==> src/rtl/pdp1_sbs_pkg.sv <==
// rtl/pdp1_sbs_pkg.sv - shared constants and types for the sequence-break controller
package pdp1_sbs_pkg;

   // Default channel count and channel-number width
   localparam int NCHAN_DEF = 16;
   localparam int CHW_DEF   = 4;

   // IOT opcodes recognised by the controller
   localparam logic [0:10] OP_DSC = 11'o0050;
   localparam logic [0:10] OP_ASC = 11'o0051;
   localparam logic [0:10] OP_ISB = 11'o0052;
   localparam logic [0:10] OP_CAC = 11'o0053;
   localparam logic [0:10] OP_LSM = 11'o0054;
   localparam logic [0:10] OP_ESM = 11'o0055;
   localparam logic [0:10] OP_CBS = 11'o0056;

   // Break handshake states
   typedef enum logic {
      S_IDLE = 1'b0,
      S_REQ  = 1'b1
   } sbs_state_t;

endpackage

==> src/rtl/pdp1_sbs_prienc.sv <==
// rtl/pdp1_sbs_prienc.sv - lowest-index set-bit encoder
module pdp1_sbs_prienc #(
   parameter int N = 16,
   parameter int W = 4
) (
   input  logic [0:N-1] vec,
   output logic [W-1:0] idx,
   output logic         found
);

   // Scan from the top so the lowest set index is written last and wins
   always_comb begin
      idx = '0;
      for (int i = N - 1; i >= 0; i--) begin
         if (vec[i]) idx = W'(i);
      end
      found = |vec;
   end

endmodule

==> src/rtl/pdp1_sbs16.sv <==
// rtl/pdp1_sbs16.sv - 16-channel priority sequence-break controller
module pdp1_sbs16
   import pdp1_sbs_pkg::*;
#(
   parameter int NCHAN = NCHAN_DEF,
   parameter int CHW   = CHW_DEF
) (
   input  logic             i_clk,
   input  logic             i_rst,
   input  logic             pb_att,
   input  logic [0:10]      pb_op,
   input  logic [0:17]      pb_ac,
   input  logic [0:NCHAN-1] tr_req,
   output logic             sb_ireq,
   output logic [CHW-1:0]   sb_chan,
   input  logic             sb_ack,
   input  logic             sb_dne,
   output logic [0:NCHAN-1] pb_sqb,
   output logic [0:NCHAN-1] sb_act
);

   logic             r_en, r_en_nxt;
   logic [0:NCHAN-1] arm, arm_nxt;
   logic [0:NCHAN-1] pend, pend_nxt;
   logic [0:NCHAN-1] act, act_nxt;
   logic [0:NCHAN-1] prev_req;
   logic [0:NCHAN-1] rise;
   logic [0:NCHAN-1] elig;
   logic             blk;
   logic [CHW-1:0]   ch;
   logic             ch_ok;
   logic [CHW-1:0]   win_idx, clr_idx;
   logic             win_any, act_any;
   sbs_state_t       state, state_nxt;
   logic [CHW-1:0]   chan_nxt;
   logic             ack_take;
   logic             unused_ac;

   assign ch        = pb_ac[18-CHW:17];
   assign ch_ok     = (32'(ch) < NCHAN);
   assign unused_ac = ^pb_ac[0:17-CHW];
   assign rise      = tr_req & ~prev_req;

   // A channel is eligible only if nothing of equal or higher priority is in service
   always_comb begin
      blk  = 1'b0;
      elig = '0;
      for (int c = 0; c < NCHAN; c++) begin
         blk     = blk | act[c];
         elig[c] = r_en & arm[c] & pend[c] & ~blk;
      end
   end

   pdp1_sbs_prienc #(.N(NCHAN), .W(CHW)) u_win (
      .vec   (elig),
      .idx   (win_idx),
      .found (win_any)
   );

   pdp1_sbs_prienc #(.N(NCHAN), .W(CHW)) u_clr (
      .vec   (act),
      .idx   (clr_idx),
      .found (act_any)
   );

   // Handshake next state: scan in IDLE, wait for ack or cancellation in REQ
   always_comb begin
      state_nxt = state;
      chan_nxt  = sb_chan;
      ack_take  = 1'b0;
      case (state)
         S_IDLE: begin
            if (win_any) begin
               chan_nxt  = win_idx;
               state_nxt = S_REQ;
            end
         end
         S_REQ: begin
            if (sb_ack) begin
               ack_take  = 1'b1;
               state_nxt = S_IDLE;
            end else if (!elig[sb_chan]) begin
               state_nxt = S_IDLE;
            end
         end
         default: state_nxt = S_IDLE;
      endcase
   end

   // Handshake state and latched channel number
   always_ff @(posedge i_clk or posedge i_rst) begin
      if (i_rst) begin
         state   <= S_IDLE;
         sb_chan <= '0;
      end else begin
         state   <= state_nxt;
         sb_chan <= chan_nxt;
      end
   end

   assign sb_ireq = (state == S_REQ);

   // Flag updates: IOT effects and ack clears first, then new edges so a set always wins
   always_comb begin
      r_en_nxt = r_en;
      arm_nxt  = arm;
      pend_nxt = pend;
      act_nxt  = act;
      if (pb_att && ch_ok) begin
         case (pb_op)
            OP_ESM:  r_en_nxt     = 1'b1;
            OP_LSM:  r_en_nxt     = 1'b0;
            OP_CBS:  pend_nxt     = '0;
            OP_DSC:  arm_nxt[ch]  = 1'b0;
            OP_ASC:  arm_nxt[ch]  = 1'b1;
            OP_ISB:  pend_nxt[ch] = 1'b1;
            OP_CAC:  arm_nxt      = '0;
            default: ;
         endcase
      end
      if (ack_take) pend_nxt[sb_chan] = 1'b0;
      pend_nxt = pend_nxt | rise;
      if (sb_dne && act_any) act_nxt[clr_idx] = 1'b0;
      if (ack_take) act_nxt[sb_chan] = 1'b1;
   end

   // Configuration, pending, active and request-history registers
   always_ff @(posedge i_clk or posedge i_rst) begin
      if (i_rst) begin
         r_en     <= 1'b0;
         arm      <= '0;
         pend     <= '0;
         act      <= '0;
         prev_req <= '0;
      end else begin
         r_en     <= r_en_nxt;
         arm      <= arm_nxt;
         pend     <= pend_nxt;
         act      <= act_nxt;
         prev_req <= tr_req;
      end
   end

   assign pb_sqb = pend;
   assign sb_act = act;

endmodule

==> config.mk <==
export PLATFORM = sky130hd
export DESIGN_NAME = pdp1_sbs16
export DESIGN_NICKNAME = d
export VERILOG_FILES = /design/src/rtl/pdp1_sbs_pkg.sv /design/src/rtl/pdp1_sbs_prienc.sv /design/src/rtl/pdp1_sbs16.sv
export SDC_FILE = /design/constraint.sdc
export NUM_CORES = 1
export LEC_CHECK = 0
export CORE_UTILIZATION = 35
export CTS_CLUSTER_SIZE = 16
export DETAILED_ROUTE_END_ITERATION = 12
export PLACE_DENSITY = 0.69
export SETUP_SLACK_MARGIN = 0.3
export SLEW_MARGIN = 20
export SYNTH_ARGS = -nofsm -noshare
export SYNTH_HDL_FRONTEND = slang
export SYNTH_HIERARCHICAL = 1
export SYNTH_SLANG_ARGS = --single-unit
==> constraint.sdc <==
create_clock -name i_clk -period 6.81 [get_ports i_clk]
set_input_delay 1.0215 -clock i_clk [delete_from_list [all_inputs] [get_ports i_clk]]
set_output_delay 1.0215 -clock i_clk [all_outputs]
set_load 0.005 [all_outputs]
==> results of run 1 <==
[per-layer routing]
metal,global-route usage (%),vias up,wire length (um)
met5,0,-,0
met4,10.6,0,325
met3,3.74,30,797
met2,34.6,179,5360
met1,27.9,1729,4980
li1,-,1677,-
[logic make-up after synthesis]
| family | share of synthesized area, % |
|---|---|
| mux | 1.21 |
| compound gates | 22.8 |
| buf+inv | 3.74 |
| flops | 47.1 |
| simple gates | 25.1 |
[synth_stat cells, types with 2 or more instances]
cell	number
dfrtp_1	70
nor2_1	52
o21ai_0	51
nand2_1	29
inv_1	24
a21oi_1	22
nor3_1	20
nand2b_1	17
a22o_1	16
o32ai_1	14
clkbuf_1	9
nand3_1	7
o22ai_1	6
a31oi_1	5
nand4b_1	5
nor4_1	5
mux2_2	4
nand4_1	4
o31ai_1	4
or3_1	4
a21boi_0	3
nor2_2	3
nor4_2	3
a211oi_1	2
and3_1	2
and3_2	2
buf_4	2
nand3b_1	2
nor4bb_1	2
o311a_1	2
[per-stage QoR]
step / util, % / hold slack (ns) / instances / power [mW]
floorplan: - / 0.410 / 411 / 0.446
global placement: 44.2 / 0.416 / 609 / 0.476
detailed placement: 44.2 / 0.421 / 609 / 0.477
CTS: 46.1 / 0.427 / 625 / 0.816
global route: 46.1 / 0.439 / 625 / 0.835
finish: 46.1 / 0.422 / 625 / 0.810
[state kept, by name, summed over array words and instances, names as in the netlist]
register,count
arm,16
pb_sqb,16
prev_req,16
r_en,1
sb_act,16
sb_chan,4
sb_ireq,1
[layout make-up]
type	instances	area, um^2	share of cell area, %
Clock inverter	7	73.8	1.55
Inverter	24	90.1	1.89
Sequential cell	70	1750	36.8
Clock buffer	9	124	2.60
Multi-Input combinational cell	306	1830	38.3
Timing Repair Buffer	73	728	15.3
Tap cell	136	170	3.57
[where the power goes]
part / internal, mW / switching (mW)
Clock: 0.170 / 0.172
Sequential: 0.420 / 0.00162
Combinational: 0.0230 / 0.0227
[worst min path at each step]
stage | start | to | slack, ns | cells past startpoint
2_1_floorplan | prev_req[1] | pb_sqb[1] | 0.41 | 1
3_3_place_gp | prev_req[5] | pb_sqb[5] | 0.42 | 1
3_5_place_dp | prev_req[14] | pb_sqb[14] | 0.42 | 1
4_1_cts | prev_req[4] | pb_sqb[4] | 0.43 | 1
5_1_grt | prev_req[10] | pb_sqb[10] | 0.44 | 1
6_report | prev_req[4] | pb_sqb[4] | 0.42 | 1
[worst max-delay path, stage by stage (launching register included)]
cell and delay (ns):
dfrtp_1 0.50, nor4b_4 0.53, nand4_2 0.22, or4_4 0.50
nor3_1 0.48, nor2_1 0.10, nand2_1 0.07, or3_1 0.10
nor2b_1 0.45, mux2_2 0.39
==> metrics.csv, run 1 <==
metric,value,unit
status,"finished, final reports clean",
fmax,289,MHz
synth-seq-area-share,47.1,%
cp_max_fo,6,
num_vias,3615,
die_w,105,um
place_congestion,0.921,
syn_nets,461,
synth_top_area_share,47.1,%
cts_buffer_depth,2,
dp_hpwl,8440,um
io_pins,87,
grt_max_degree,71,
fin_crit_sh,50.8,%
yosys_warnings,6,
clock_skew,0.00968,ns
io_buffers,72,
routedWlPerCell,18.3,um
hold_class,reg -> reg,
root_buffer,clkbuf_8,
crit_arrival,3.70,ns
r2r-end,sb_chan[3],
max_cap_violations,0,
clk_pin_slew,0.08,ns
cts_sinks,70,
leakagePower,1.89,nW
ys.flop_type,dfrtp_1,
ys_async_sr_fraction,100,%
synth-seq-cells,70,
die_area,11000,um^2
syn_inst,411,
setup_slack,3.35,ns
slew_viol_final,0,
preCtsSetupSlack,3.41,ns
reg2reg_slack,3.35,ns
antenna_left,0,
ctsHoldBuffers,0,
track_usage,21.5,%
grt_pass1_wl,18100,um
setup_viol,0,
cp-endpoint,sb_chan[3],
syn_area_per_cell,9.04,um^2
num-nets-final,534,
numCtsBuffers,9,
grt_pass1_vias,3581,
cts_setup_buffers,0,
antenna_found_initial,0,
r2r_cells,9,
p_per_area,170,nW/um^2
max_slew.worst_pin.slew,1.09,ns
critical_path_class,reg -> reg,
slew_headroom,27.3,%
cts_resized,0,
start_util,36.0,%
fin_area,4760,um^2
final_cell_mix,"72 x clkdlybuf4s50_1, 70 x dfrtp_1, 52 x nor2_1, 51 x o21ai_0, 29 x nand2_1",
diodes,0,
synth_cell_type_count,50,
clk_latency,0.35,ns
first_pass_iters,5,
die_h,105,um
num-fill-cells,998,
drc,0,
fin_crit,3.46,ns
critPathLaunchType,flop,
layout_commonest_cell,clkdlybuf4s50_1,
drtIter0Drc,284,
rr_startpoint,sb_act[1],
setup_tns,0,ns
synth_top_cell_by_area,dfrtp_1,
drive_above_1_share,8.38,%
gr-total-overflow,0,
rows,37,
vdd_drop_max,0.000102,V
placed_cell_area,4570,um^2
finalHoldViolations,0,
startpoint,sb_act[1],
h-tree-depth,3,
cts_tree,yes,
cp.required,7.05,ns
synth_edf_count,0,
synthTopCellsByArea,"dfrtp_1 47%, o21ai_0 6.9%, nor2_1 5.3%",
viasPerCell,5.78,
synth_area,3720,um^2
layout-area-overhead-vs-synth,28.2,%
worstSetupEndpointType,flop,
rsz0062_at_grt,no,
core-area,10300,um^2
wl,11500,um
(Power assumes the default switching activity.)
==> run 2: changes to the inputs <==
==> constraint.sdc (replaced) <==
create_clock -name i_clk -period 3.5 [get_ports i_clk]
set_input_delay 0.525 -clock i_clk [delete_from_list [all_inputs] [get_ports i_clk]]
set_output_delay 0.525 -clock i_clk [all_outputs]
set_load 0.005 [all_outputs]
==> run 2 against run 1 <==
Effect of this change:
- maximum frequency increased by 17%
- sequential power increased by 95%
- global-route usage increased by 0.73 points
- register-to-register slack got worse by 2.8 ns
- power increased by 110%
- design area increased by 2.2%
- hold slack improved by 0.0074 ns
- critical path depth unchanged
- non-clock buffer count increased by 7
- clock power increased by 140%
- die area unchanged
- via count increased by 0.41%
- critical path type unchanged
==> metrics.csv, run 2 (same netlist as run 1, synthesis figures left out) <==
metric,value,unit
critical_path_class,reg -> reg,
routedWlPerCell,18.2,um
cp-endpoint,sb_chan[3],
grt_pass1_vias,3601,
r2r_cells,9,
rsz0062_at_grt,no,
cp_max_fo,10,
start_util,36.0,%
place_congestion,0.968,
viasPerCell,5.74,
worstSetupEndpointType,flop,
num_vias,3630,
vdd_drop_max,0.000225,V
max_slew.worst_pin.slew,0.686,ns
setup_tns,0,ns
antenna_found_initial,0,
drtIter0Drc,182,
core-area,10300,um^2
drive_above_1_share,9.68,%
final_cell_mix,"72 x clkdlybuf4s50_1, 70 x dfrtp_1, 52 x nor2_1, 51 x o21ai_0, 29 x nand2_1",
num-fill-cells,994,
fin_crit_sh,84.4,%
combPwrFrac,5.2,%
fin_crit,2.96,ns
numCtsBuffers,9,
crit_arrival,3.19,ns
rr_startpoint,sb_act[5],
hold_class,reg -> reg,
clk_latency,0.34,ns
r2r-end,sb_chan[3],
die_w,105,um
diodes,0,
h-tree-depth,3,
ctsHoldBuffers,0,
clkPwrFrac,47.0,%
layout_commonest_cell,clkdlybuf4s50_1,
slew_viol_final,0,
clk_pin_slew,0.07,ns
dp_hpwl,8720,um
netSwitchingPower,0.360,mW
slew_headroom,54.2,%
grt_max_degree,39,
cp.required,3.73,ns
antenna_left,0,
status,"finished, final reports clean",
setup_viol,0,
root_buffer,clkbuf_8,
utilization,47.2,%
critPathLaunchType,flop,
p_per_area,353,nW/um^2
swShare,21.0,%
finalHoldViolations,0,
io_buffers,72,
startpoint,sb_act[5],
fmax,338,MHz
track_usage,22.2,%
p_int,1.36,mW
gr-total-overflow,0,
rows,37,
cts_buffer_depth,2,
clock_skew,0.0106,ns
layout-area-overhead-vs-synth,31.0,%
cts_tree,yes,
leakagePower,1.95,nW
first_pass_iters,5,
cts_sinks,70,
num-nets-final,541,
wl,11500,um
max_cap_violations,0,
drc,0,
p_seq_share,47.8,%
reg2reg_slack,0.54,ns
io_pins,87,
die_h,105,um
grt_pass1_wl,18900,um
die_area,11000,um^2
-- run 2: how the worst min path moves through the flow --
stage | from | endpoint | slack (ns) | cells after the start
global placement | prev_req[4] | pb_sqb[4] | 0.42 | 1
finish | prev_req[5] | pb_sqb[5] | 0.43 | 1
detailed placement | prev_req[5] | pb_sqb[5] | 0.42 | 1
global route | prev_req[5] | pb_sqb[5] | 0.44 | 1
CTS | prev_req[5] | pb_sqb[5] | 0.43 | 1
floorplan | prev_req[1] | pb_sqb[1] | 0.41 | 1
-- run 2: power groups by stage --
stage | registers, mW | logic (mW) | clock network, mW
finish | 0.821 | 0.0899 | 0.807
global placement | 0.837 | 0.0893 | 0
global route | 0.823 | 0.0999 | 0.857
floorplan | 0.836 | 0.0314 | 0
CTS | 0.821 | 0.0915 | 0.816
detailed placement | 0.837 | 0.0911 | 0
-- run 2: repair_timing --
item,4_1_cts,5_1_grt
hold endpoints to repair,0,0
gates resized for setup,0,1
setup endpoints to repair,0,3
setup buffers,0,0
-- run 2: per-stage QoR --
stage | setup WS, ns | std cells | area (um^2) | hold WS [ns] | power, mW
after global routing | 0.385 | 632 | 4870 | 0.442 | 1.78
after global placement | 0.502 | 616 | 4620 | 0.415 | 0.926
final | 0.544 | 632 | 4870 | 0.430 | 1.72
after detailed placement | 0.473 | 616 | 4620 | 0.420 | 0.929
after CTS | 0.463 | 632 | 4870 | 0.429 | 1.73
after floorplan | 0.715 | 411 | 3720 | 0.410 | 0.868
-- run 2: final cells by class --
cell class,count,area [um^2],share of cell area (%)
Sequential cell,70,1750,36.0
Clock buffer,11,141,2.90
Timing Repair Buffer,80,781,16.0
Clock inverter,5,106,2.18
Tap cell,136,170,3.50
Multi-Input combinational cell,306,1830,37.5
Inverter,24,90.1,1.85
-- run 2: critical path, stage by stage, from the launching register on --
cell and delay [ns]:
dfrtp_1 0.49, nor3_1 0.36, nand4_2 0.24, or4_4 0.50, nor3_1 0.32, nor2_1 0.10
nand2_1 0.09, or3_1 0.10, nor2b_2 0.27, mux2_2 0.37
-- run 2: layer usage --
| layer | GRT usage [%] | wire (um) | share of wire (%) | up-vias |
|---|---|---|---|---|
| met3 | 3.37 | 612 | 5.3 | 28 |
| met2 | 35.9 | 5540 | 48 | 134 |
| met1 | 29.8 | 5020 | 44 | 1783 |
| met4 | 8.95 | 304 | 2.6 | 0 |
| met5 | 0 | 0 | 0 | - |
| li1 | - | - | - | 1685 |
==> run 3: changes to the inputs <==
--- a/config.mk
+++ b/config.mk
@@ -8,7 +8,7 @@
 export CORE_UTILIZATION = 35
 export CTS_CLUSTER_SIZE = 16
 export DETAILED_ROUTE_END_ITERATION = 12
-export PLACE_DENSITY = 0.69
+export PLACE_DENSITY = 0.72
 export SETUP_SLACK_MARGIN = 0.3
 export SLEW_MARGIN = 20
 export SYNTH_ARGS = -nofsm -noshare
==> constraint.sdc (replaced) <==
create_clock -name i_clk -period 2.5 [get_ports i_clk]
set_input_delay 0.375 -clock i_clk [delete_from_list [all_inputs] [get_ports i_clk]]
set_output_delay 0.375 -clock i_clk [all_outputs]
set_load 0.005 [all_outputs]
==> run 3 against run 2 <==
Effect of this change:
- sequential share of layout area down 2.4 points
- via count up 4.8%
- the flow now finishes with violations (negative setup slack)
- hold slack got worse by 0.029 ns
- critical endpoint is now sb_chan[2]
- critical path type unchanged
- flip-flop and latch count unchanged
- die area unchanged
- worst setup slack worse by 0.59 ns
- non-clock buffer count increased by 30
- sequential power rose by 40%
- power grew 45%
==> metrics.csv, run 3 (same netlist as run 1, synthesis figures left out) <==
metric,value,unit
status,finished with violations,
violations,negative setup slack,
final_cell_mix,"72 x clkdlybuf4s50_1, 68 x dfrtp_1, 51 x o21ai_0, 49 x nor2_1, 34 x buf_4",
slew_headroom,61.5,%
place_inst,639,
fin_crit,2.54,ns
clk_latency,0.35,ns
die_w,105,um
track_usage,22.1,%
antenna_found_initial,0,
p_per_area,478,nW/um^2
hold_class,in -> async,
fin_crit_sh,102,%
crit_arrival,2.78,ns
root_buffer,clkbuf_8,
worstSetupEndpointType,flop,
io_buffers,72,
num-nets-final,571,
slowest_delay,0.51,ns
antenna_left,0,
wl,12100,um
dp_hpwl,8900,um
rr_startpoint,sb_act[1],
cp_cell_sequence,"nor4b_4, nand4_2, or4_4, nor3_4, nor2_2, nand2_1, or3_1, nor2b_4, mux2_2",
reg2reg_slack,-0.04,ns
clk_pin_slew,0.08,ns
vdd_drop_max,0.000546,V
finalHoldViolations,0,
core-area,10300,um^2
setup_slack,-0.0413,ns
cp_max_fo,5,
whs,0.401,ns
viasPerCell,5.75,
grt_max_degree,71,
cts_sinks,70,
r2r_cells,9,
fin_area,5230,um^2
max_cap_violations,0,
slew_viol_final,0,
r2r-end,sb_chan[2],
numCtsBuffers,9,
setup_viol,3,
grt_pass1_wl,18700,um
grt_pass1_vias,3547,
drtIter0Drc,323,
ff_latch_area,1750,um^2
diodes,0,
drive_above_1_share,17.3,%
place_congestion,0.950,
num-fill-cells,941,
gr-total-overflow,0,
multiInputGateArea,1920,um^2
die_area,11000,um^2
final_cells,662,
leakagePower,2.13,nW
start_util,36.0,%
critical_path_class,reg -> reg,
cp.required,2.74,ns
io_pins,87,
die_h,105,um
first_pass_iters,5,
max_slew.worst_pin.slew,0.573,ns
drc,0,
layout_commonest_cell,clkdlybuf4s50_1,
layout-area-overhead-vs-synth,40.8,%
fmax,394,MHz
worst_path_max_delay_cell,or4_4,
h-tree-depth,3,
routedWlPerCell,18.3,um
clock_skew,0.00800,ns
critPathLaunchType,flop,
rsz0062_at_grt,yes,
cts_tree,yes,
rows,37,
num_vias,3805,
cts_buffer_depth,2,
placed_cell_area,4860,um^2
[run 3: cell type report]
type | instances | share of cell area (%)
inverter | 24 | 1.72
clock buffer | 10 | 2.44
timing repair buffer | 110 | 19.9
tap | 136 | 3.25
clock inverter | 6 | 2.56
sequential | 70 | 33.5
multi-input combinational | 306 | 36.6
[run 3: per-layer routing]
| layer | wire length, um | up-vias | GRT usage (%) | part of all wire [%] |
|---|---|---|---|---|
| li1 | - | 1746 | - | - |
| met3 | 841 | 23 | 2.68 | 6.9 |
| met4 | 274 | 0 | 8.65 | 2.3 |
| met1 | 5400 | 1857 | 31.5 | 45 |
| met2 | 5600 | 179 | 34.1 | 46 |
| met5 | 0 | - | 0 | 0 |
[run 3: through the flow]
stage | total power [mW] | worst slack [ns] | setup TNS (ns) | utilization [%]
3_5_place_dp | 1.30 | -0.0502 | -0.127 | 47.1
3_3_place_gp | 1.30 | -0.000709 | -0.000709 | 47.1
5_1_grt | 2.58 | -0.137 | -0.557 | 50.7
6_report | 2.50 | -0.0413 | -0.110 | 50.7
2_1_floorplan | 1.22 | -0.0470 | -0.141 | -
4_1_cts | 2.52 | -0.0228 | -0.0513 | 50.5
[run 3: worst max path at each step]
stage | cells after the start | start | slack (ns) | endpoint
2_1_floorplan | 9 | sb_act[0] | -0.05 | sb_chan[0]
3_3_place_gp | 9 | sb_act[0] | -0.0007 | sb_chan[3]
3_5_place_dp | 9 | sb_act[0] | -0.05 | sb_chan[2]
4_1_cts | 9 | sb_act[1] | -0.02 | sb_chan[2]
5_1_grt | 9 | sb_act[1] | -0.14 | sb_chan[2]
6_report | 9 | sb_act[1] | -0.04 | sb_chan[2]
[run 3: timing repair]
item	in CTS	in global routing
endpoints found under the setup margin	5	17
resized for setup	9	5
setup buffers	7	0
pin swaps	3	0
hold buffers	0	0
[run 3: power by group]
part	internal [mW]	total, mW	switching [mW]
sequential	1.15	1.15	0.00440
clock	0.765	1.22	0.455
combinational	0.0672	0.131	0.0639
[run 3: worst max-delay path: cells and delay by family, from the launching register on]
kind	cells	cell delay (ns)
simple gates	8	1.67
flops	1	0.41
mux	1	0.35
